--- config.mk ---
export PLATFORM = sky130hd
export DESIGN_NAME = instr_mem_loader_flat
export DESIGN_NICKNAME = d
export VERILOG_FILES = /design/src/rtl/instr_mem_loader_pkg.sv /design/src/rtl/instr_mem_loader_if.sv /design/src/rtl/instr_mem_loader_byte_word_asm.sv /design/src/rtl/instr_mem_loader.sv /design/src/flat_wrapper.sv
export SDC_FILE = /design/constraint.sdc
export NUM_CORES = 1
export LEC_CHECK = 0
export ABC_AREA = 0
export CORE_ASPECT_RATIO = 0.8
export CORE_MARGIN = 4
export CORE_UTILIZATION = 34
export DETAILED_ROUTE_END_ITERATION = 8
export GPL_TIMING_DRIVEN = 1
export PLACE_DENSITY_LB_ADDON = 0.1
export SLEW_MARGIN = 0
export SYNTH_ARGS = -nofsm -noshare
export SYNTH_HDL_FRONTEND = slang
export SYNTH_SLANG_ARGS = --single-unit
--- constraint.sdc ---
create_clock -name clk -period 3 [get_ports clk]
set_clock_uncertainty 0.05 [all_clocks]
set_input_delay 0.3 -clock clk [delete_from_list [all_inputs] [get_ports clk]]
set_output_delay 0.3 -clock clk [all_outputs]
set_load 0.03 [all_outputs]
--- src/rtl/instr_mem_loader_pkg.sv ---
// Shared types and constants for the instruction memory loader.
// Optional checksum stage is enabled by INSTR_LOADER_CHECKSUM_EN.
package instr_loader_pkg;

    typedef enum logic [2:0] {
        HDR_LO,
        HDR_HI,
        DATA,
        WRITE,
        CSUM,
        DONE,
        ERR
    } loader_state_e;

    localparam int HDR_BYTES  = 2;
    localparam int WORD_BYTES = 4;

endpackage

--- src/rtl/instr_mem_loader_if.sv ---
// Byte-stream valid/ready channel from the host bridge into the loader.
interface instr_mem_loader_if;

    logic [7:0] in_data;
    logic       in_valid;
    logic       in_ready;

    modport master (output in_data, output in_valid, input  in_ready);
    modport slave  (input  in_data, input  in_valid, output in_ready);

endinterface

--- src/rtl/instr_mem_loader_byte_word_asm.sv ---
// Assembles four accepted bytes into one little-endian 32-bit word.
module byte_word_asm
    import instr_loader_pkg::*;
(
    input  logic        clk,
    input  logic        rst,
    input  logic        i_en,
    input  logic [7:0]  i_byte,
    output logic [31:0] o_word,
    output logic        o_word_valid
);
    localparam int CNT_W   = $clog2(WORD_BYTES);
    localparam int SHIFT_W = 8 * (WORD_BYTES - 1);

    logic [CNT_W-1:0]   r_cnt;
    logic [SHIFT_W-1:0] r_shift;

    always_ff @(posedge clk) begin
        if (rst) begin
            r_cnt <= '0;
        end else if (i_en) begin
            r_cnt <= r_cnt + CNT_W'(1);
        end
    end

    // Earlier bytes drift toward the LSBs; the last byte is merged combinationally.
    always_ff @(posedge clk) begin
        if (i_en) begin
            r_shift <= {i_byte, r_shift[SHIFT_W-1:8]};
        end
    end

    assign o_word       = {i_byte, r_shift};
    assign o_word_valid = i_en && (r_cnt == CNT_W'(WORD_BYTES - 1));

endmodule

--- src/rtl/instr_mem_loader.sv ---
// Loads a length-prefixed word image into instruction memory and holds the core
// in reset until done. Define INSTR_LOADER_CHECKSUM_EN for the trailing XOR checksum.
module instr_mem_loader
    import instr_loader_pkg::*;
#(
    parameter int ADDR_W     = 8,
    parameter int START_ADDR = 0
) (
    input  logic              clk,
    input  logic              rst,
    instr_mem_loader_if.slave s_in,
    output logic              mem_we,
    output logic [ADDR_W-1:0] mem_addr,
    output logic [31:0]       mem_wdata,
    output logic              core_rst,
    output logic              done,
    output logic              err
);
    localparam int          HDR_W    = 8 * HDR_BYTES;
    localparam logic [31:0] CAPACITY = 32'((1 << ADDR_W) - START_ADDR);

    loader_state_e     r_state;
    logic              r_mem_we;
    logic [ADDR_W-1:0] r_mem_addr;
    logic [31:0]       r_mem_wdata;
    logic              r_core_rst;
    logic              r_done;
    logic              r_err;
    logic [7:0]        r_n_lo;
    logic [HDR_W-1:0]  r_remain;
`ifdef INSTR_LOADER_CHECKSUM_EN
    logic [7:0]        r_csum;
`endif

    logic              w_in_ready;
    logic              w_xfer;
    logic              w_word_valid;
    logic [31:0]       w_word;
    logic [HDR_W-1:0]  w_hdr_n;

    always_comb begin
        w_in_ready = 1'b0;
        case (r_state)
            HDR_LO, HDR_HI, DATA: w_in_ready = 1'b1;
`ifdef INSTR_LOADER_CHECKSUM_EN
            CSUM:                 w_in_ready = 1'b1;
`endif
            default:              w_in_ready = 1'b0;
        endcase
    end

    assign w_xfer  = s_in.in_valid && w_in_ready;
    assign w_hdr_n = {s_in.in_data, r_n_lo};

    byte_word_asm u_asm (
        .clk          (clk),
        .rst          (rst),
        .i_en         (w_xfer && (r_state == DATA)),
        .i_byte       (s_in.in_data),
        .o_word       (w_word),
        .o_word_valid (w_word_valid)
    );

    always_ff @(posedge clk) begin
        if (rst) begin
            r_state     <= HDR_LO;
            r_mem_we    <= 1'b0;
            r_mem_addr  <= ADDR_W'(START_ADDR);
            r_mem_wdata <= '0;
            r_core_rst  <= 1'b1;
            r_done      <= 1'b0;
            r_err       <= 1'b0;
            r_n_lo      <= '0;
            r_remain    <= '0;
`ifdef INSTR_LOADER_CHECKSUM_EN
            r_csum      <= '0;
`endif
        end else begin
            r_mem_we <= 1'b0;
            case (r_state)
                HDR_LO: if (w_xfer) begin
                    r_n_lo  <= s_in.in_data;
                    r_state <= HDR_HI;
                end
                HDR_HI: if (w_xfer) begin
                    r_remain <= w_hdr_n;
                    if (w_hdr_n == '0) begin
`ifdef INSTR_LOADER_CHECKSUM_EN
                        r_state    <= CSUM;
`else
                        r_state    <= DONE;
                        r_done     <= 1'b1;
                        r_core_rst <= 1'b0;
`endif
                    end else if (32'(w_hdr_n) > CAPACITY) begin
                        r_state <= ERR;
                        r_err   <= 1'b1;
                    end else begin
                        r_state <= DATA;
                    end
                end
                DATA: if (w_xfer) begin
`ifdef INSTR_LOADER_CHECKSUM_EN
                    r_csum <= r_csum ^ s_in.in_data;
`endif
                    if (w_word_valid) begin
                        r_state     <= WRITE;
                        r_mem_we    <= 1'b1;
                        r_mem_wdata <= w_word;
                    end
                end
                // Single write cycle: advance address, retire one word.
                WRITE: begin
                    r_mem_addr <= r_mem_addr + ADDR_W'(1);
                    r_remain   <= r_remain - HDR_W'(1);
                    if (r_remain == HDR_W'(1)) begin
`ifdef INSTR_LOADER_CHECKSUM_EN
                        r_state    <= CSUM;
`else
                        r_state    <= DONE;
                        r_done     <= 1'b1;
                        r_core_rst <= 1'b0;
`endif
                    end else begin
                        r_state <= DATA;
                    end
                end
`ifdef INSTR_LOADER_CHECKSUM_EN
                CSUM: if (w_xfer) begin
                    if (s_in.in_data == r_csum) begin
                        r_state    <= DONE;
                        r_done     <= 1'b1;
                        r_core_rst <= 1'b0;
                    end else begin
                        r_state <= ERR;
                        r_err   <= 1'b1;
                    end
                end
`endif
                DONE, ERR: r_state <= r_state;
                default:   r_state <= HDR_LO;
            endcase
        end
    end

    assign s_in.in_ready = w_in_ready;
    assign mem_we        = r_mem_we;
    assign mem_addr      = r_mem_addr;
    assign mem_wdata     = r_mem_wdata;
    assign core_rst      = r_core_rst;
    assign done          = r_done;
    assign err           = r_err;

endmodule

--- src/flat_wrapper.sv ---
// flat-port wrapper written by rule: the top's interface ports become plain ports
module instr_mem_loader_flat import instr_loader_pkg::*;
#(
    parameter int ADDR_W     = 8,
    parameter int START_ADDR = 0
)
  (clk, rst, mem_we, mem_addr, mem_wdata, core_rst, done, err, s_in_in_data, s_in_in_valid, s_in_in_ready);
  instr_mem_loader_if s_in_i ();
  input  logic clk;
  input  logic rst;
  output logic mem_we;
  output logic [ADDR_W-1:0] mem_addr;
  output logic [31:0] mem_wdata;
  output logic core_rst;
  output logic done;
  output logic err;
  input wire logic [$bits(s_in_i.in_data)-1:0] s_in_in_data;
  input wire logic [$bits(s_in_i.in_valid)-1:0] s_in_in_valid;
  output wire logic [$bits(s_in_i.in_ready)-1:0] s_in_in_ready;
  assign s_in_i.in_data = s_in_in_data;
  assign s_in_i.in_valid = s_in_in_valid;
  assign s_in_in_ready = s_in_i.in_ready;
  instr_mem_loader #(.ADDR_W(ADDR_W), .START_ADDR(START_ADDR)) u_core (.clk(clk), .rst(rst), .s_in(s_in_i), .mem_we(mem_we), .mem_addr(mem_addr), .mem_wdata(mem_wdata), .core_rst(core_rst), .done(done), .err(err));
endmodule
==> results.sh, run 1 <==
export IMPL_grt_use_total_pct=15.7
export IMPL_critical_path_top_delay_family="simple AND/OR/NAND/NOR gates"
export IMPL_detail_route_antenna_nets=0
export IMPL_setup_slack_ns=0.667
export IMPL_pre_cts_ws_ns=0.732
export IMPL_area_delta_synth_final_pct=23.9
export IMPL_min_period_over_period_pct=77.8
export IMPL_cp_cell_sequence="and3b_1 -> buf_4 -> nand3_1 -> or4_1 -> a31oi_1"
export IMPL_whs_path_depth=0
export IMPL_vdd_drop_max_mv=0.255
export IMPL_cts_tree="done"
export IMPL_switchingPower_mw=0.715
export IMPL_vias=3243
export IMPL_yosysWarnings=0
export IMPL_syn_area_um2=3970
export IMPL_ys_flop_type="dfxtp_1"
export IMPL_nets=492
export IMPL_routedWlPerCell_um=16.2
export IMPL_initialDrtViolationCount=292
export IMPL_seq_area_frac_synth_pct=54.9
export IMPL_grt_max_degree=36
export IMPL_drt_wl_total_mm=10.2
export IMPL_max_stage_delay_ns=0.70
export IMPL_power_frac_clock_pct=37.6
export IMPL_synth_cell_types=55
export IMPL_syn_area_per_cell_um2=9.26
export IMPL_synth_common_cells="nand2_1, dfxtp_1, a21oi_1"
export IMPL_grt_setup_unrepaired="no"
export IMPL_worstPathRequired_ns=3.21
export IMPL_slowest_stage="dfxtp_1"
export IMPL_layout_drive_gt1_share_pct=7.47
export IMPL_min_from="u_core.u_asm.r_shift[10]"
export IMPL_met2_wirelength_mm=4.17
export IMPL_seqPwrFrac_pct=51.4
export IMPL_drc_errors=0
export IMPL_power_switching_share_pct=25.8
export IMPL_viasPerCell=5.15
export IMPL_cts_max_level=3
export IMPL_synth_seq_cells=97
export IMPL_worst_r2r_path_depth=5
export IMPL_yosysMostFrequentCell="nand2_1"
export IMPL_synth_area_top_cells="dfxtp_1, edfxtp_1, nand2_1, a21oi_1, nor2_1"
export IMPL_timing_rr_end="u_core.r_remain[8]"
export IMPL_synthCells=429
export IMPL_dr_max_layer_used="met4"
export IMPL_reg2reg_from="u_core.r_state[1]"
export IMPL_rows=35
export IMPL_finalHoldViolations=0
export IMPL_yosysTopAreaCell="dfxtp_1"
export IMPL_clkTransAtPathRegs_ns=0.06
export IMPL_finalSetupViolations=0
export IMPL_n_antenna_cell=0
export IMPL_pwr_share_comb_pct=10.9
export IMPL_grt_first_pass_wirelength_mm=16.7
export IMPL_path_max_fanout=19
export IMPL_cts_root_buffer="clkbuf_16"
export IMPL_cts_resized=0
export IMPL_io_buffers=55
export IMPL_die_area_um2=13500
export IMPL_status="finished, final reports clean"
export IMPL_cp_end_kind="register"
export IMPL_place_congestion=0.808
export IMPL_clkLatencyLatePin_ns=0.33
export IMPL_synth_edf_count=24
export IMPL_die_h_um=105
export IMPL_intPower_mw=2.05
export IMPL_wl_met3_um=568
export IMPL_drv_slew=0
export IMPL_r2r_slack_ns=0.67
export IMPL_p_per_area_nw_per_um2=563
export IMPL_grt_overflow=0
export IMPL_core_area_um2=11500
export IMPL_worstMarginPinSlew_ns=0.700
export IMPL_cts_sinks=97
export IMPL_numCtsBuffers=9
export IMPL_postCtsSetupRepairBufs=0
export IMPL_antenna_found_initial=0
export IMPL_clockBufferDepth=2
export IMPL_drt_first_pass_iters=5
export IMPL_m1WireLength_mm=5.41
export IMPL_holdBufCountCts=0
export IMPL_period_minus_slack_ns=2.33
export IMPL_cap_violations=0
export IMPL_p_leak_nw=1.64
export IMPL_min_to="u_core.u_asm.r_shift[2]"
export IMPL_path_class="register to register"
export IMPL_die_x_um=129
export IMPL_crit_buf_inv=1
export IMPL_min_path_type="register to register"
export IMPL_relSlewSlack_pct=53.1
export IMPL_syn_nets=444
export IMPL_arrival_ns=2.54
export IMPL_start_util_pct=34.6
export IMPL_io_pins=56
export IMPL_dp_hpwl_mm=7.03
export IMPL_synth_top_area_share_pct=36.8
export IMPL_crit_path_start_kind="register"
export IMPL_first_global_vias=3031
export IMPL_fmax_mhz=429
export IMPL_setup_tns_ns=0
export IMPL_async_flop_share_pct=0
## cells by family (layout without fill, tap and decap cells)
group           count (synthesis)  after routing  synth area share, %
simple gates                  190            190                 23.1
flops                          97             97                 54.9
compound gates                 93             93                 14.1
buf+inv                        31             84                 3.47
xor+xnor                       12             12                 2.65
fa+ha+maj                       4              4                 1.26
mux                             2              2                0.504
## metrics by stage
stage	utilization, %	hold slack (ns)	cell area [um^2]	total power, mW	cells
finish	42.9	0.401	4920	2.77	630
global route	42.9	0.408	4920	2.90	630
CTS	42.9	0.400	4920	2.80	630
detailed placement	40.6	0.384	4650	1.75	614
global placement	40.6	0.382	4650	1.75	614
floorplan	-	0.349	3970	1.66	429
## per-layer routing
layer / vias to the layer above / GRT usage [%]
met4: 0 / 3.97
met3: 7 / 4.24
met1: 1546 / 24.6
li1: 1601 / -
met2: 89 / 20.8
met5: - / 0
## how the worst max path moves through the flow
stage	start	to	slack, ns	depth (start not counted)
after floorplan	u_core.r_state[1]	u_core.mem_wdata[10]	0.38	7
after global placement	u_core.r_state[1]	u_core.r_remain[8]	0.75	5
after detailed placement	u_core.r_state[1]	u_core.r_remain[8]	0.73	5
after CTS	u_core.r_state[1]	u_core.r_remain[8]	0.71	5
after global routing	u_core.r_state[1]	u_core.r_remain[8]	0.47	5
final	u_core.r_state[1]	u_core.r_remain[8]	0.67	5
## area by class of cell
cell class                 instances  area (um^2)
timing repair buffer              65          621
multi-input combinational        301         1650
tap                              148          185
fill                            1153         6560
inverter                           3         11.3
clock inverter                     5         32.5
clock buffer                      11          233
sequential                        97         2180
## sequential cells by signal, summed over array words and instances, names as in the netlist
name                  count
u_core.mem_we             1
u_core.done               1
u_core.u_asm.r_cnt        2
u_core.err                1
u_core.u_asm.r_shift     24
u_core.core_rst           1
u_core.mem_addr           8
u_core.mem_wdata         32
u_core.r_remain          16
u_core.r_state            3
u_core.r_n_lo             8
## cell usage in the layout (no fill, tap or decap), types with 3 or more instances in the layout
cell              n
nand4_1           3
dfxtp_1          73
xnor2_1           4
nand3_1          11
or3_1             5
nor4_1            8
o22ai_1           3
ha_1              4
clkdlybuf4s50_1  54
and3_1            3
o311ai_0          3
nand2b_1         10
nor2_1           28
o21ai_1           3
a21oi_1          60
nand2_1          96
a221oi_1          3
clkbuf_16         9
xor2_1            8
edfxtp_1         24
inv_1             3
buf_4            10
a31oi_1           3
nor3_1            6
## power by group through the flow
stage                     Clock (mW)  Combinational (mW)  Sequential [mW]
after global placement             0               0.300             1.45
after global routing            1.13               0.335             1.43
final                           1.04               0.303             1.42
after detailed placement           0               0.300             1.45
after floorplan                    0               0.230             1.43
after CTS                       1.08               0.301             1.42
No activity file was read; power rests on OpenSTA's default activity.
==> inputs of run 2 (changes only) <==
clock period = 2.15 ns   (was 3 ns; I/O delays follow)
==> run 2 against run 1 <==
Design area grew 3.2%. Global-route usage grew 0.17 points. Wire length grew 0.69%. Sequential share of layout area shrank 1.4 points. Critical endpoint is now s_in_in_ready. Largest cell class unchanged. Largest power group unchanged.
==> results.sh, run 2 (synthesis results as in run 1) <==
export IMPL_drt_first_pass_iters=5
export IMPL_io_pins=56
export IMPL_seqCellArea_um2=2180
export IMPL_holdWs_ns=0.393
export IMPL_min_path_type="input pin to register"
export IMPL_nets=506
export IMPL_rows=35
export IMPL_cts_sinks=97
export IMPL_drv_slew=0
export IMPL_antenna_found_initial=0
export IMPL_start_util_pct=34.6
export IMPL_initialDrtViolationCount=249
export IMPL_cp_cell_sequence="buf_4 -> a21oi_1 -> clkdlybuf4s50_1"
export IMPL_cts_tree="done"
export IMPL_worstMarginPinSlew_ns=0.778
export IMPL_finalHoldViolations=0
export IMPL_fillers=1158
export IMPL_place_congestion=0.865
export IMPL_n_antenna_cell=0
export IMPL_period_minus_slack_ns=2.01
export IMPL_final_common_cell="nand2_1"
export IMPL_cap_violations=0
export IMPL_vias=3186
export IMPL_path_max_fanout=10
export IMPL_relSlewSlack_pct=48.2
export IMPL_setup_tns_ns=0
export IMPL_crit_path_start_kind="register"
export IMPL_p_leak_nw=1.73
export IMPL_grt_setup_unrepaired="no"
export IMPL_clkTransAtPathRegs_ns=0.06
export IMPL_viasPerCell=4.95
export IMPL_grt_use_total_pct=15.8
export IMPL_drc_errors=0
export IMPL_die_x_um=129
export IMPL_area_delta_synth_final_pct=27.9
export IMPL_cp_end_kind="output pin"
export IMPL_vdd_drop_max_mv=0.421
export IMPL_cts_root_buffer="clkbuf_16"
export IMPL_final_cell_mix="nand2_1, dfxtp_1, a21oi_1"
export IMPL_finalSetupViolations=0
export IMPL_slowest_stage="clkdlybuf4s50_1"
export IMPL_detail_route_antenna_nets=0
export IMPL_arrival_ns=1.74
export IMPL_min_period_over_period_pct=93.3
export IMPL_finalPower_mw=3.92
export IMPL_die_area_um2=13500
export IMPL_grt_overflow=0
export IMPL_holdBufCountCts=0
export IMPL_grt_max_degree=39
export IMPL_numCtsBuffers=9
export IMPL_die_h_um=105
export IMPL_critical_path_top_delay_family="buffers and inverters"
export IMPL_drt_wl_total_mm=10.3
export IMPL_routedWlPerCell_um=16.0
export IMPL_clkLatencyLatePin_ns=0.34
export IMPL_clockBufferDepth=2
export IMPL_worstPathRequired_ns=1.88
export IMPL_multi_input_area_um2=1670
export IMPL_layout_drive_gt1_share_pct=10.5
export IMPL_cts_max_level=3
export IMPL_fmax_mhz=499
export IMPL_path_class="register to output pin"
export IMPL_p_per_area_nw_per_um2=771
export IMPL_first_global_vias=3111
export IMPL_core_area_um2=11500
export IMPL_dp_hpwl_mm=7.22
export IMPL_status="finished, final reports clean"
export IMPL_largest_reg_flops=32
export IMPL_crit_buf_inv=2
export IMPL_io_buffers=55
export IMPL_grt_first_pass_wirelength_mm=16.8
export IMPL_max_stage_delay_ns=0.70
run 2: changes by cell type in the layout (fill, tap and decap cells not counted), sizes merged:
cell,before,now
buf,11,25
clkbuf,11,12
clkinvlp,2,1
run 2: power by group:
group	internal (mW)	switching [mW]
clock network	0.788	0.677
registers	1.92	0.0581
logic	0.202	0.276
run 2: area by class of cell:
cell class	count	area share (%)
multi-input combinational	301	32.9
clock inverter	4	0.591
timing repair buffer	79	15.0
inverter	3	0.222
sequential	97	43.0
clock buffer	12	4.66
tap	148	3.65
run 2: repair_timing:
action,4_1_cts,5_1_grt
setup endpoints to repair,0,1
gates resized for setup,0,3
buffers inserted,0,0
run 2: path summary, 6_finish.rpt:
| path | startpoint | cells after the start | end | slack (ns) |
|---|---|---|---|---|
| worst max-delay path | u_core.r_state[0] | 3 | s_in_in_ready | 0.14 |
| worst max register to register | u_core.r_remain[0] | 7 | u_core.r_remain[12] | 0.18 |
| worst min register to register | u_core.u_asm.r_shift[15] | 0 | u_core.u_asm.r_shift[7] | 0.40 |
| worst min-delay path | rst | 2 | u_core.r_remain[11] | 0.39 |
run 2: worst register-to-register path: cells and delay by family (launching register included):
family / cells / cell delay, ns
buffers and inverters: 1 / 0.09
and+or+nand+nor: 3 / 0.74
adders and majority gates: 1 / 0.20
DFF: 1 / 0.38
xor gates and xnor gates: 1 / 0.09
AOI/OAI and AO/OA: 1 / 0.31
run 2: per-layer routing:
layer,track usage (%),wire (um),part of all wire (%),vias to the layer above
met2,22.8,4470,43,66
met4,3.67,88,0.85,0
met5,0,0,0,-
met1,23.2,5140,50,1487
met3,4.85,600,5.8,10
li1,-,-,-,1623
run 2: metrics by stage:
step	cell area, um^2	util (%)	setup slack, ns	instances
floorplan	3970	-	0.0235	429
global placement	4800	41.8	0.218	628
detailed placement	4800	41.8	0.166	628
CTS	5060	44.1	0.133	644
global route	5080	44.3	0.00130	644
finish	5080	44.3	0.144	644
==> inputs of run 3 (changes only) <==
PLACE_DENSITY_LB_ADDON = default   (was 0.1)
==> run 3 against run 2 <==
Non-clock buffer count rose by 2. Count of clock-buffer cells in the layout fell by 3. Critical path depth did not move.
==> results.sh, run 3 (synthesis results as in run 1) <==
export IMPL_r2r_slack_ns=0.17
export IMPL_core_area_um2=11500
export IMPL_cap_violations=0
export IMPL_cts_root_buffer="clkbuf_16"
export IMPL_final_util_pct=44.5
export IMPL_seqPwrFrac_pct=48.4
export IMPL_first_global_vias=3107
export IMPL_clkLatencyLatePin_ns=0.34
export IMPL_viasPerCell=5.04
export IMPL_initialDrtViolationCount=273
export IMPL_fmax_mhz=489
export IMPL_cts_sinks=97
export IMPL_io_buffers=55
export IMPL_cp_end_kind="output pin"
export IMPL_finalHoldViolations=0
export IMPL_cts_tree="done"
export IMPL_clkTransAtPathRegs_ns=0.07
export IMPL_pwr_share_comb_pct=11.2
export IMPL_crit_path_start_kind="register"
export IMPL_period_minus_slack_ns=2.04
export IMPL_drv_slew=0
export IMPL_nets=508
export IMPL_finalSetupViolations=0
export IMPL_routedWlPerCell_um=15.0
export IMPL_clockBufferDepth=2
export IMPL_switchingPower_mw=1.04
export IMPL_path_max_fanout=9
export IMPL_numCtsBuffers=9
export IMPL_path_class="register to output pin"
export IMPL_dp_hpwl_mm=6.98
export IMPL_holdBufCountCts=0
export IMPL_die_x_um=129
export IMPL_power_frac_clock_pct=40.4
export IMPL_die_area_um2=13500
export IMPL_cts_resized=0
export IMPL_p_leak_nw=1.76
export IMPL_io_pins=56
export IMPL_largest_reg_flops=32
export IMPL_grt_max_degree=42
export IMPL_p_per_area_nw_per_um2=798
export IMPL_grt_first_pass_wirelength_mm=16.0
export IMPL_final_common_cell="nand2_1"
export IMPL_drt_first_pass_iters=5
export IMPL_postCtsSetupRepairBufs=0
export IMPL_worstMarginPinSlew_ns=0.651
export IMPL_drt_wl_total_mm=9.71
export IMPL_drc_errors=0
export IMPL_rows=35
export IMPL_status="finished, final reports clean"
export IMPL_n_antenna_cell=0
export IMPL_place_congestion=0.867
export IMPL_detail_route_antenna_nets=0
export IMPL_min_path_type="input pin to register"
export IMPL_area_delta_synth_final_pct=28.7
export IMPL_relSlewSlack_pct=56.6
export IMPL_grt_setup_unrepaired="no"
export IMPL_layout_drive_gt1_share_pct=11.0
export IMPL_antenna_found_initial=0
export IMPL_min_period_over_period_pct=95.1
export IMPL_start_util_pct=34.6
export IMPL_worstPathRequired_ns=1.88
export IMPL_cts_max_level=3
export IMPL_grt_use_total_pct=14.8
export IMPL_vias=3253
export IMPL_arrival_ns=1.78
export IMPL_setup_tns_ns=0
export IMPL_vdd_drop_max_mv=0.462
export IMPL_final_cell_mix="nand2_1, dfxtp_1, a21oi_1"
export IMPL_power_switching_share_pct=25.6
export IMPL_intPower_mw=3.03
export IMPL_grt_overflow=0
export IMPL_die_h_um=105
-- run 3: cell types whose count changed in the layout (fill, tap and decap cells not counted) --
| cell | change |
|---|---|
| buf_12 | -1 |
| buf_4 | +3 |
| bufinv_16 | +1 |
| clkbuf_1 | -3 |
| clkinv_2 | -1 |
| clkinv_4 | +1 |
| ha_1 | +1 |
| ha_2 | -1 |
| inv_8 | +2 |
| nor4_2 | +1 |
| nor4_4 | -1 |
| or4b_1 | +1 |
| or4b_4 | -1 |
-- run 3: cell type report --
class,count,area [um^2]
Fill cell,1111,6360
Inverter,3,11.3
Multi-Input combinational cell,301,1650
Sequential cell,97,2180
Clock inverter,7,86.3
Tap cell,148,185
Timing Repair Buffer,81,766
Clock buffer,9,225
-- run 3: power by group through the flow --
stage	Clock (mW)	Sequential, mW	Combinational [mW]
global placement	0	2.01	0.449
finish	1.65	1.97	0.457
CTS	1.69	1.97	0.457
global route	1.77	1.98	0.508
detailed placement	0	2.01	0.454
floorplan	0	1.99	0.322
-- run 3: final timing paths --
path                                  from                      end  depth (start not counted)
setup / recovery         u_core.r_state[0]            s_in_in_ready                          3
hold / removal                         rst    u_core.u_asm.r_cnt[1]                          2
setup reg to reg        u_core.r_remain[1]      u_core.r_remain[12]                          7
hold reg to reg   u_core.u_asm.r_shift[11]  u_core.u_asm.r_shift[3]                          0
-- run 3: worst max-delay path, stage by stage, from the launching register on --
cell             delay, ns
dfxtp_1               0.39
buf_4                 0.19
a21oi_1               0.15
clkdlybuf4s50_1       0.70
-- run 3: through the flow --
stage	total power, mW	worst slack [ns]	std cells	hold WS, ns	cell area (um^2)
floorplan	2.31	0.0235	429	0.264	3970
global placement	2.46	0.191	630	0.385	4800
detailed placement	2.47	0.0951	630	0.384	4800
CTS	4.12	0.0730	646	0.344	5110
global route	4.26	0.000841	646	0.383	5110
finish	4.08	0.106	646	0.345	5110
-- run 3: metal layers --
layer	wire length, um	GRT usage, %
met1	4680	20.7
met2	4220	21.6
met3	601	4.34
met4	206	5.77
met5	0	0
